$ cat src/rtl/nand_phy_pkg.sv
// rtl/nand_phy_pkg.sv - shared types and constants for the NAND PHY read-capture path
// Contents: rdcap_state_t capture FSM states, OUT_W default packed-word width,
//           out_width() helper for parameterised instances, PATTERN_SEED start byte
//           for the optional incrementing-pattern checker.
package nand_phy_pkg;

    typedef enum logic [0:0] {
        IDLE    = 1'b0,
        CAPTURE = 1'b1
    } rdcap_state_t;

    localparam int DQ_WIDTH_DFLT        = 8;
    localparam int CYCLES_PER_WORD_DFLT = 4;
    localparam int OUT_W                = 2 * DQ_WIDTH_DFLT * CYCLES_PER_WORD_DFLT;

    localparam logic [7:0] PATTERN_SEED = 8'h00;

    function automatic int out_width(input int dq_width, input int cycles_per_word);
        return 2 * dq_width * cycles_per_word;
    endfunction

endpackage

$ cat src/rtl/nand_phy_rd_fifo.sv
// rtl/nand_phy_rd_fifo.sv - synchronous FIFO with a registered output stage
// Ports: clk/rst (sync, active-high); push/push_data write side (write ignored
//        when full unless a pop happens in the same cycle); full flag;
//        out_valid/out_ready/out_data read side driven straight from flops.
// The output register counts as one of the DEPTH entries, so total storage is
// DEPTH words; the array only ever holds up to DEPTH-1 of them.
module nand_phy_rd_fifo #(
    parameter int WIDTH = 8,
    parameter int DEPTH = 8
) (
    input  logic             clk,
    input  logic             rst,
    input  logic             push,
    input  logic [WIDTH-1:0] push_data,
    output logic             full,
    input  logic             out_ready,
    output logic             out_valid,
    output logic [WIDTH-1:0] out_data
);

    localparam int AW = (DEPTH > 1) ? $clog2(DEPTH) : 1;

    logic [WIDTH-1:0] mem_q [DEPTH];
    logic [AW-1:0]    wr_ptr_q;
    logic [AW-1:0]    rd_ptr_q;
    logic [AW:0]      mem_cnt_q;
    logic [AW:0]      total;
    logic             valid_q;
    logic [WIDTH-1:0] data_q;
    logic             pop;
    logic             push_ok;
    logic             load_out;
    logic             from_mem;
    logic             bypass;
    logic             to_mem;

    assign total     = mem_cnt_q + {{AW{1'b0}}, valid_q};
    assign full      = (total == (AW + 1)'(DEPTH));
    assign out_valid = valid_q;
    assign out_data  = data_q;

    always_comb begin
        pop      = valid_q && out_ready;
        push_ok  = push && (!full || pop);
        load_out = !valid_q || pop;
        from_mem = load_out && (mem_cnt_q != '0);
        // An empty array lets a new word go straight into the output register,
        // which gives the one-cycle write-to-valid latency.
        bypass   = load_out && (mem_cnt_q == '0) && push_ok;
        to_mem   = push_ok && !bypass;
    end

    always_ff @(posedge clk) begin
        if (rst) begin
            for (int i = 0; i < DEPTH; i++) begin
                mem_q[i] <= '0;
            end
            wr_ptr_q  <= '0;
            rd_ptr_q  <= '0;
            mem_cnt_q <= '0;
            valid_q   <= 1'b0;
            data_q    <= '0;
        end else begin
            if (to_mem) begin
                mem_q[wr_ptr_q] <= push_data;
                wr_ptr_q        <= wr_ptr_q + 1'b1;
            end
            if (from_mem) begin
                data_q   <= mem_q[rd_ptr_q];
                rd_ptr_q <= rd_ptr_q + 1'b1;
                valid_q  <= 1'b1;
            end else if (bypass) begin
                data_q  <= push_data;
                valid_q <= 1'b1;
            end else if (load_out) begin
                valid_q <= 1'b0;
            end
            if (to_mem && !from_mem) begin
                mem_cnt_q <= mem_cnt_q + 1'b1;
            end else if (from_mem && !to_mem) begin
                mem_cnt_q <= mem_cnt_q - 1'b1;
            end
        end
    end

endmodule

$ cat src/rtl/nand_phy_rd_capture.sv
// rtl/nand_phy_rd_capture.sv - NAND read-data capture: beat qualification, word packing, output FIFO
// Ports: clk90/rst90 (sync, active-high); rd_start/rd_cycles arm one burst;
//        dqs_active controller strobe; rd_data_rise/rd_data_fall ISERDES Q2/Q1;
//        out_data/out_keep/out_last/out_valid/out_ready output stream;
//        busy burst in progress; overflow sticky drop flag; chk_err_cnt pattern errors.
// Optional feature macro: NAND_RDCAP_PATTERN_CHK_EN (incrementing-pattern checker).
module nand_phy_rd_capture
    import nand_phy_pkg::*;
#(
    parameter int DQ_WIDTH        = 8,
    parameter int CYCLES_PER_WORD = 4,
    parameter int CAPTURE_LATENCY = 2,
    parameter int FIFO_DEPTH      = 8
) (
    input  logic                                  clk90,
    input  logic                                  rst90,
    input  logic                                  rd_start,
    input  logic [15:0]                           rd_cycles,
    input  logic                                  dqs_active,
    input  logic [DQ_WIDTH-1:0]                   rd_data_rise,
    input  logic [DQ_WIDTH-1:0]                   rd_data_fall,
    output logic [2*DQ_WIDTH*CYCLES_PER_WORD-1:0] out_data,
    output logic [2*CYCLES_PER_WORD-1:0]          out_keep,
    output logic                                  out_last,
    output logic                                  out_valid,
    input  logic                                  out_ready,
    output logic                                  busy,
    output logic                                  overflow,
    output logic [15:0]                           chk_err_cnt
);

    localparam int WORD_W  = out_width(DQ_WIDTH, CYCLES_PER_WORD);
    localparam int KEEP_W  = 2 * CYCLES_PER_WORD;
    localparam int PAIR_W  = $clog2(CYCLES_PER_WORD) + 1;
    localparam int ENTRY_W = WORD_W + KEEP_W + 1;

    rdcap_state_t               state_q, state_d;
    logic [CAPTURE_LATENCY-1:0] dqs_dly_q;
    logic                       beat_q;
    logic [15:0]                remaining_q, remaining_d;
    logic [PAIR_W-1:0]          pair_q, pair_d;
    logic [WORD_W-1:0]          pack_q, pack_d, word_w;
    logic [KEEP_W-1:0]          keep_q, keep_d, keep_w;
    logic                       overflow_q, overflow_d;
    logic                       push;
    logic                       push_last;
    logic                       fifo_full;
    logic                       pop;
    logic [ENTRY_W-1:0]         fifo_out;

    // dqs_active delayed to line up with the ISERDES Q outputs it qualifies.
    assign beat_q   = dqs_dly_q[CAPTURE_LATENCY-1];
    assign pop      = out_valid && out_ready;
    assign busy     = (state_q == CAPTURE);
    assign overflow = overflow_q;

    always_comb begin
        state_d     = state_q;
        remaining_d = remaining_q;
        pair_d      = pair_q;
        pack_d      = pack_q;
        keep_d      = keep_q;
        overflow_d  = overflow_q;
        push        = 1'b0;
        push_last   = 1'b0;
        // Candidate word with this beat merged in: rise byte lands below fall byte.
        word_w = pack_q;
        word_w[pair_q*2*DQ_WIDTH +: 2*DQ_WIDTH] = {rd_data_fall, rd_data_rise};
        keep_w = keep_q;
        keep_w[pair_q*2 +: 2] = 2'b11;

        case (state_q)
            IDLE: begin
                if (rd_start) begin
                    remaining_d = (rd_cycles == 16'd0) ? 16'd1 : rd_cycles;
                    overflow_d  = 1'b0;
                    pair_d      = '0;
                    pack_d      = '0;
                    keep_d      = '0;
                    state_d     = CAPTURE;
                end
            end
            CAPTURE: begin
                if (beat_q) begin
                    remaining_d = remaining_q - 16'd1;
                    if ((pair_q == PAIR_W'(CYCLES_PER_WORD - 1)) || (remaining_q == 16'd1)) begin
                        push      = 1'b1;
                        push_last = (remaining_q == 16'd1);
                        // Clearing the pack register is what zero-pads a short final word.
                        pair_d    = '0;
                        pack_d    = '0;
                        keep_d    = '0;
                        if (push_last) begin
                            state_d = IDLE;
                        end
                    end else begin
                        pair_d = pair_q + 1'b1;
                        pack_d = word_w;
                        keep_d = keep_w;
                    end
                end
            end
            default: state_d = IDLE;
        endcase

        // A dropped word does not stop the burst; only the flag records it.
        if (push && fifo_full && !pop) begin
            overflow_d = 1'b1;
        end
    end

    always_ff @(posedge clk90) begin
        if (rst90) begin
            state_q     <= IDLE;
            dqs_dly_q   <= '0;
            remaining_q <= '0;
            pair_q      <= '0;
            pack_q      <= '0;
            keep_q      <= '0;
            overflow_q  <= 1'b0;
        end else begin
            state_q     <= state_d;
            dqs_dly_q   <= (dqs_dly_q << 1) | CAPTURE_LATENCY'(dqs_active);
            remaining_q <= remaining_d;
            pair_q      <= pair_d;
            pack_q      <= pack_d;
            keep_q      <= keep_d;
            overflow_q  <= overflow_d;
        end
    end

    nand_phy_rd_fifo #(
        .WIDTH (ENTRY_W),
        .DEPTH (FIFO_DEPTH)
    ) u_fifo (
        .clk       (clk90),
        .rst       (rst90),
        .push      (push),
        .push_data ({push_last, keep_w, word_w}),
        .full      (fifo_full),
        .out_ready (out_ready),
        .out_valid (out_valid),
        .out_data  (fifo_out)
    );

    assign {out_last, out_keep, out_data} = fifo_out;

`ifdef NAND_RDCAP_PATTERN_CHK_EN
    logic [DQ_WIDTH-1:0] pat_exp_q;
    logic [15:0]         err_q;
    logic [1:0]          miss;
    logic [16:0]         err_sum;

    always_comb begin
        miss    = 2'(rd_data_rise != pat_exp_q) +
                  2'(rd_data_fall != (pat_exp_q + DQ_WIDTH'(1)));
        err_sum = {1'b0, err_q} + 17'(miss);
    end

    always_ff @(posedge clk90) begin
        if (rst90) begin
            pat_exp_q <= '0;
            err_q     <= '0;
        end else if ((state_q == IDLE) && rd_start) begin
            pat_exp_q <= DQ_WIDTH'(PATTERN_SEED);
            err_q     <= '0;
        end else if ((state_q == CAPTURE) && beat_q) begin
            pat_exp_q <= pat_exp_q + DQ_WIDTH'(2);
            err_q     <= err_sum[16] ? 16'hFFFF : err_sum[15:0];
        end
    end

    assign chk_err_cnt = err_q;
`else
    assign chk_err_cnt = '0;
`endif

endmodule

$ cat config.mk
export PLATFORM = sky130hd
export DESIGN_NAME = nand_phy_rd_capture
export DESIGN_NICKNAME = d
export VERILOG_FILES = /design/src/rtl/nand_phy_pkg.sv /design/src/rtl/nand_phy_rd_fifo.sv /design/src/rtl/nand_phy_rd_capture.sv
export SDC_FILE = /design/constraint.sdc
export NUM_CORES = 1
export LEC_CHECK = 0
export BUFFER_PORTS_ARGS = -buffer_cell sky130_fd_sc_hd__buf_2
export CAP_MARGIN = 20
export CORE_ASPECT_RATIO = 1.75
export CORE_MARGIN = 5
export CORE_UTILIZATION = 45
export DETAILED_ROUTE_END_ITERATION = 10
export PLACE_DENSITY = 0.68
export SLEW_MARGIN = 40
export SYNTH_ARGS = -nofsm -noshare
export SYNTH_HDL_FRONTEND = slang
export SYNTH_HIERARCHICAL = 1
export SYNTH_SLANG_ARGS = --single-unit
export TNS_END_PERCENT = 20
$ cat constraint.sdc
create_clock -name clk90 -period 9.2 [get_ports clk90]
set_input_delay 0.92 -clock clk90 [delete_from_list [all_inputs] [get_ports clk90]]
set_output_delay 0.92 -clock clk90 [all_outputs]
set_load 0.005 [all_outputs]
==> results of run 1 <==
## kinds of logic (layout without fill, tap and decap cells)
| kind of cell | Yosys count | in the layout | share of synthesized area [%] |
|---|---|---|---|
| AND/OR/NAND/NOR | 1029 | 1029 | 12.5 |
| flip-flops | 766 | 766 | 62.1 |
| AO/OA/AOI/OAI | 480 | 480 | 10.4 |
| multiplexers | 319 | 319 | 9.44 |
| buffers and inverters | 259 | 301 | 4.76 |
| adder cells (fa/ha/maj) | 16 | 16 | 0.609 |
| XOR/XNOR | 6 | 6 | 0.154 |
| other | 1 | 16 | 0.0110 |
## per-stage QoR
stage | hold slack, ps | instance area, um^2 | utilization (%)
after global routing | 463 | 37400 | 49.7
after floorplan | 414 | 34200 | -
final | 444 | 37400 | 49.7
after detailed placement | 440 | 35000 | 46.5
after CTS | 454 | 37300 | 49.6
after global placement | 435 | 34900 | 46.4
## cell type report
cell class | instances | area [um^2] | area share [%]
clock buffers | 106 | 2060 | 5.52
flip-flops and latches | 766 | 21200 | 56.7
repair buffers | 152 | 982 | 2.63
multi-input cells | 1866 | 11500 | 30.9
clock inverters | 25 | 279 | 0.746
inverters | 18 | 71.3 | 0.191
well taps | 1012 | 1270 | 3.39
## power by group
| group | internal (W) | switching, W |
|---|---|---|
| logic | 0.000753 | 0.00140 |
| registers | 0.00395 | 0.000155 |
| clock network | 0.00170 | 0.00128 |
## worst paths after layout
path | slack [ps] | cells after the start | from | endpoint
worst max-delay path | 4520 | 8 | remaining_q[7] | u_fifo/mem_q[5][25]
worst min-delay path | 440 | 1 | dqs_dly_q[0] | dqs_dly_q[1]
worst max register to register | 4520 | 8 | remaining_q[7] | u_fifo/mem_q[5][25]
worst min register to register | 440 | 1 | dqs_dly_q[0] | dqs_dly_q[1]
## layout by cell type, fill, tap and decap left out, types with 75 or more instances in the layout
| master | synthesis | layout |
|---|---|---|
| a22o_1 | 114 | 114 |
| a22oi_1 | 147 | 147 |
| a31oi_1 | 80 | 80 |
| buf_2 | 50 | 112 |
| clkbuf_16 | 0 | 75 |
| dfxtp_1 | 182 | 180 |
| edfxtp_1 | 584 | 584 |
| mux2i_1 | 297 | 296 |
| nand2_1 | 248 | 248 |
| nand3_1 | 78 | 78 |
| nor2_1 | 622 | 621 |
| o21ai_0 | 78 | 78 |
## flip-flops by register name, indices dropped and copies added, names as in the netlist, 4 cells and up, named ones only
register,count
u_fifo/mem_q,584
u_fifo/out_data,73
pack_q,64
remaining_q,16
keep_q,8
u_fifo/mem_cnt_q,4
## critical path: stages (launching register included)
cell	delay, ps
dfxtp_1	360
nor3_1	470
and4_4	510
nor2_1	110
nor2_1	240
o21a_1	430
o21a_1	590
a31o_4	680
buf_4	790
## layer usage
metal	part of all wire [%]	GRT usage, %	vias to the layer above
li1	-	-	10460
met1	36	26.7	11839
met2	51	40.3	1234
met3	8.4	3.92	232
met4	4.6	10.1	2
met5	0.014	0	-
==> impl_results.md, run 1 <==
- Status: completed
- CP Launch Type: flip-flop
- Site row count: 133
- Setup Fix Bufs, Post-CTS: 0
- Final Setup Violations: 0
- Via/cell ratio: roughly 6.0
- Sink Count: ~770
- Crit Path Class: reg -> reg
- # DRC: 0
- Worst-path clk slew: around 60 ps
- Cts-stage hold buffer count: 0
- Post-synth top area share: 51.4%
- Area growth syn-to-layout: 9.58%
- Post-Layout Cell Count: between 3,000 and 4,000
- Port Buffers: ~110
- Final slew viol count: 0
- Routed WL per cell: 24.3 um
- GP Congestion: between 0.7 and 0.8
- Die area: 81,600 um^2
- Number of synthesized flops with an enable pin: about 580
- Resized cells post-CTS: 0
- Tot Pwr: 0.00924 W
- Die W: roughly 220 um
- I/O pins: 129
- CP required: approximately 9400 ps
- Warnings from Yosys: 6
- Root Driver: clkbuf_16
- Final WL: about 96,000 um
- CP Max Fanout: 43
- Die Y: roughly 370 um
- Final Hold Fails: 0
- H-tree Lvls: 3
- Post-Syn Instances: 2,876
- Synth cell types: slightly below 80
- Synthesized area: about 34,000 um^2
- TNS Setup: 0 ps
- Pwr per Cell Area: 247 nW/um^2
- Synth top cells by count: nor2_1, edfxtp_1, mux2i_1
- Ys async rst share: 0%
- Most instantiated library cell after synthesis: nor2_1
- Initial DRC Count: roughly 2,200
- FMAX: 0.214 GHz
- Cell taking the most area after synthesis: edfxtp_1
- Main synth FF type: edfxtp_1
- Gr ovfl total: 0
- Antenna viol nets, final: 0
- DP Worst Slack: around 4600 ps
- Relative slew slack: between 30% and 40%
- Global-route wire length before repair: between 100,000 and 150,000 um
- Cell types occupying the most area after synthesis: edfxtp_1, dfxtp_1, mux2i_1, nor2_1, a22oi_1
- # nets final: between 2,000 and 3,000
- Post-synthesis sequential area ratio: approximately 62%
- Share of layout cells above drive strength 1: 11.1%
- Worst endpoint data arrival time: 4910 ps
- Worst-Skew Late Latency: around 640 ps
- LEAKAGE: 12.6 nW
- Vias in the first global route: about 24,000
- Initial antenna violation count: 2
- Seq cells post-synth: 766
- CP endpoint kind: flip-flop
- TritonCTS buffer count: 71
- Clock Path Buffers: 3
- Worst min-delay path category: reg -> reg
- Worst vdd ir: 0.000293 V
- Drt pass-1 iters: 6
- CTS tree: built
- Overall Global Routing Usage: between 20% and 30%
- Fin worst setup slack: roughly 4500 ps
- Fin crit period: approximately 4700 ps
- Post-Place Cells: 3,811
- Largest net degree at the start of global routing: between 80 and 90
- Max_cap viols: 0
- RSZ-0062 raised after global routing: false
- Diodes inserted: 0
- Detail Placement HPWL: about 53,000 um
- Initial core utilization: between 40 and 50%
- Vias: approximately 24,000
- Fillers: 6,625
- Setup Skew: around 28 ps
- Worst Tran Pin Value: 905 ps
- Period Utilization, post-route: 50.8%
- Avg Inst Size Synth: roughly 12 um^2
- Core area: roughly 75,000 um^2
Power figures use the tool's default switching activity.
==> run 2: changes to the inputs <==
==> constraint.sdc (replaced) <==
create_clock -name clk90 -period 4.5 [get_ports clk90]
set_input_delay 0.45 -clock clk90 [delete_from_list [all_inputs] [get_ports clk90]]
set_output_delay 0.45 -clock clk90 [all_outputs]
set_load 0.005 [all_outputs]
==> run 2 against run 1 <==
Routed wire length grew 0.74%. Via count grew 0.65%. Register-to-register slack lost 3900 ps. Non-clock buffer count grew 30. Final cell count grew 0.74%. Setup slack lost 3900 ps. Clock power grew 110%. Critical path type unchanged. Largest power group unchanged.
==> impl_results.md, run 2 (synthesized netlist as in run 1, its figures left out) <==
- Port Buffers: 112 (unchanged)
- TritonCTS buffer count: 70 (was 71)
- Global-route met1 utilization: 27.3% (was 26.7%)
- Max_cap viols: 0 (unchanged)
- Core area: 75,200 um^2 (unchanged)
- Reg2Reg Setup Slack: 620 ps (was 4520 ps)
- Share of layout cells above drive strength 1: 12.1% (was 11.1%)
- Area post-placement: 35,600 um^2 (was 35,000 um^2)
- Setup Skew: 29.6 ps (was 28.2 ps)
- Overall Global Routing Usage: 23.0% (was 22.7%)
- Die W: 218 um (unchanged)
- Area of the multi-input gates: 11,500 um^2 (about the same)
- Via/cell ratio: 6.02 (about the same)
- Area growth syn-to-layout: 11.2% (was 9.58%)
- Vias: 23,921 (was 23,767)
- Initial DRC Count: 2,364 (was 2,197)
- Final Setup Violations: 0 (unchanged)
- Worst Tran Pin Value: 893 ps (was 905 ps)
- Vias in the first global route: 24,423 (was 24,227)
- Gr ovfl total: 0 (unchanged)
- Met3 usage: 3.37% (was 3.92%)
- Commonest non-fill, non-tap cell in the layout: nor2_1 (unchanged)
- Site row count: 133 (unchanged)
- Die Y: 374 um (unchanged)
- CP Max Fanout: 11 (was 43)
- Initial antenna violation count: 2 (unchanged)
- Cts-stage hold buffer count: 0 (unchanged)
- GP Congestion: 0.817 (was 0.775)
- Top reg by flops: u_fifo/mem_q (unchanged)
- Worst min-delay path category: in -> reg (was reg -> reg)
- GRT busiest layer: met2 (unchanged)
- Worst-Skew Late Latency: 650 ps (was 640 ps)
- CTS tree: built (unchanged)
- Period Utilization, post-route: 86.2% (was 50.8%)
- GR Layer Usage met2: 40.9% (was 40.3%)
- Antenna viol nets, final: 0 (unchanged)
- I/O pins: 129 (unchanged)
- Drt pass-1 iters: 6 (unchanged)
- Initial core utilization: 45.4% (unchanged)
- FMAX: 0.258 GHz (was 0.214 GHz)
- Root Driver: clkbuf_16 (unchanged)
- Routed WL per cell: 24.3 um (about the same)
- Worst-path clk slew: 70 ps (was 60 ps)
- # nets final: 2,957 (was 2,928)
- Hold Slack: 42.5 ps (was 444 ps)
- Worst endpoint data arrival time: 4400 ps (was 4910 ps)
- Final slew viol count: 0 (unchanged)
- Crit Path Class: reg -> reg (unchanged)
- RSZ-0062 raised after global routing: false (unchanged)
- Fillers: 6,530 (was 6,625)
- Worst R2R Start: remaining_q[0] (was remaining_q[7])
- CP endpoint kind: flip-flop (unchanged)
- Crit path from: remaining_q[0] (was remaining_q[7])
- Final Hold Fails: 0 (unchanged)
- CP Launch Type: flip-flop (unchanged)
- Status: completed (unchanged)
- Register area: 21,200 um^2 (unchanged)
- Largest register FFs: 584 (unchanged)
- H-tree Lvls: 3 (unchanged)
- Sink Count: 766 (unchanged)
- Detail Placement HPWL: 56,500 um (was 53,000 um)
- Die area: 81,600 um^2 (unchanged)
- R2R cell count: 15 (was 8)
- CP required: 5020 ps (was 9430 ps)
- Relative slew slack: 40.4% (was 39.7%)
- # DRC: 0 (unchanged)
- Setup Fix Bufs, Post-CTS: 0 (unchanged)
- Fin area: 37,900 um^2 (was 37,400 um^2)
- Clock Path Buffers: 3 (unchanged)
- Fin crit period: 3880 ps (was 4680 ps)
- LEAKAGE: 12.9 nW (was 12.6 nW)
- Largest net degree at the start of global routing: 147 (was 85)
- Hold Path Depth: 2 (was 1)
- R2R Path End: u_fifo/mem_cnt_q[3] (was u_fifo/mem_q[5][25])
- Global-route wire length before repair: 145,000 um (was 143,000 um)
- Resized cells post-CTS: 0 (unchanged)
- TNS Setup: 0 ps (unchanged)
- Most frequent cells in the layout: nor2_1, edfxtp_1, mux2i_1 (unchanged)
- Worst Hold Endpoint: dqs_dly_q[0] (was dqs_dly_q[1])
- Min-delay src: dqs_active (was dqs_dly_q[0])
- Pwr per Cell Area: 508 nW/um^2 (was 247 nW/um^2)
- Worst vdd ir: 0.000407 V (was 0.000293 V)
- Final WL: 96,600 um (was 95,900 um)
run 2: cell count changes in the layout (fill, tap and decap cells not counted), sizes merged:
cell,before,now
diode,0,1
buf,152,182
clkbuf,106,93
bufinv,5,7
clkinv,19,23
clkinvlp,3,4
inv,16,20
run 2: worst max-delay path by stage:
stage | cells past startpoint | endpoint
2_1_floorplan | 16 | u_fifo/mem_cnt_q[3]
3_3_place_gp | 16 | u_fifo/mem_cnt_q[3]
3_5_place_dp | 15 | u_fifo/mem_cnt_q[3]
4_1_cts | 15 | u_fifo/mem_cnt_q[3]
5_1_grt | 15 | u_fifo/mem_cnt_q[3]
6_report | 15 | u_fifo/mem_cnt_q[3]
run 2: power by group:
part           internal, W  switching [W]
Clock              0.00351        0.00272
Sequential         0.00807       0.000327
Combinational      0.00170        0.00295
run 2: metal layers:
layer	part of all wire, %	vias to the layer above
met1	36	11877
met3	7.7	269
met5	0.013	-
met4	5.0	2
met2	51	1267
li1	-	10506
run 2: critical path, stage by stage (launching register included):
cell,delay (ps)
dfxtp_1,430
ha_1,190
nor4b_1,300
and4_4,470
nor2_1,100
nor2_1,250
o21a_1,170
buf_4,170
o21a_1,170
ha_1,190
inv_1,100
ha_1,290
a21o_1,170
a21oi_1,190
mux2i_1,210
mux2_2,340
run 2: area by class of cell:
cell class | count | area share [%]
Antenna cell | 1 | 0.00659
Multi-Input combinational cell | 1866 | 30.4
Timing Repair Buffer | 182 | 3.96
Clock inverter | 36 | 1.12
Inverter | 18 | 0.188
Sequential cell | 766 | 55.8
Tap cell | 1012 | 3.34
Clock buffer | 93 | 5.16
run 2: metrics by stage:
step / util, % / setup WS, ps / power, W / std cells
4_1_cts: 50.4 / 636 / 0.0194 / 3973
6_report: 50.4 / 623 / 0.0193 / 3974
2_1_floorplan: - / 986 / 0.0115 / 2891
3_5_place_dp: 47.3 / 665 / 0.0132 / 3844
3_3_place_gp: 46.9 / 580 / 0.0129 / 3832
5_1_grt: 50.4 / 434 / 0.0200 / 3973
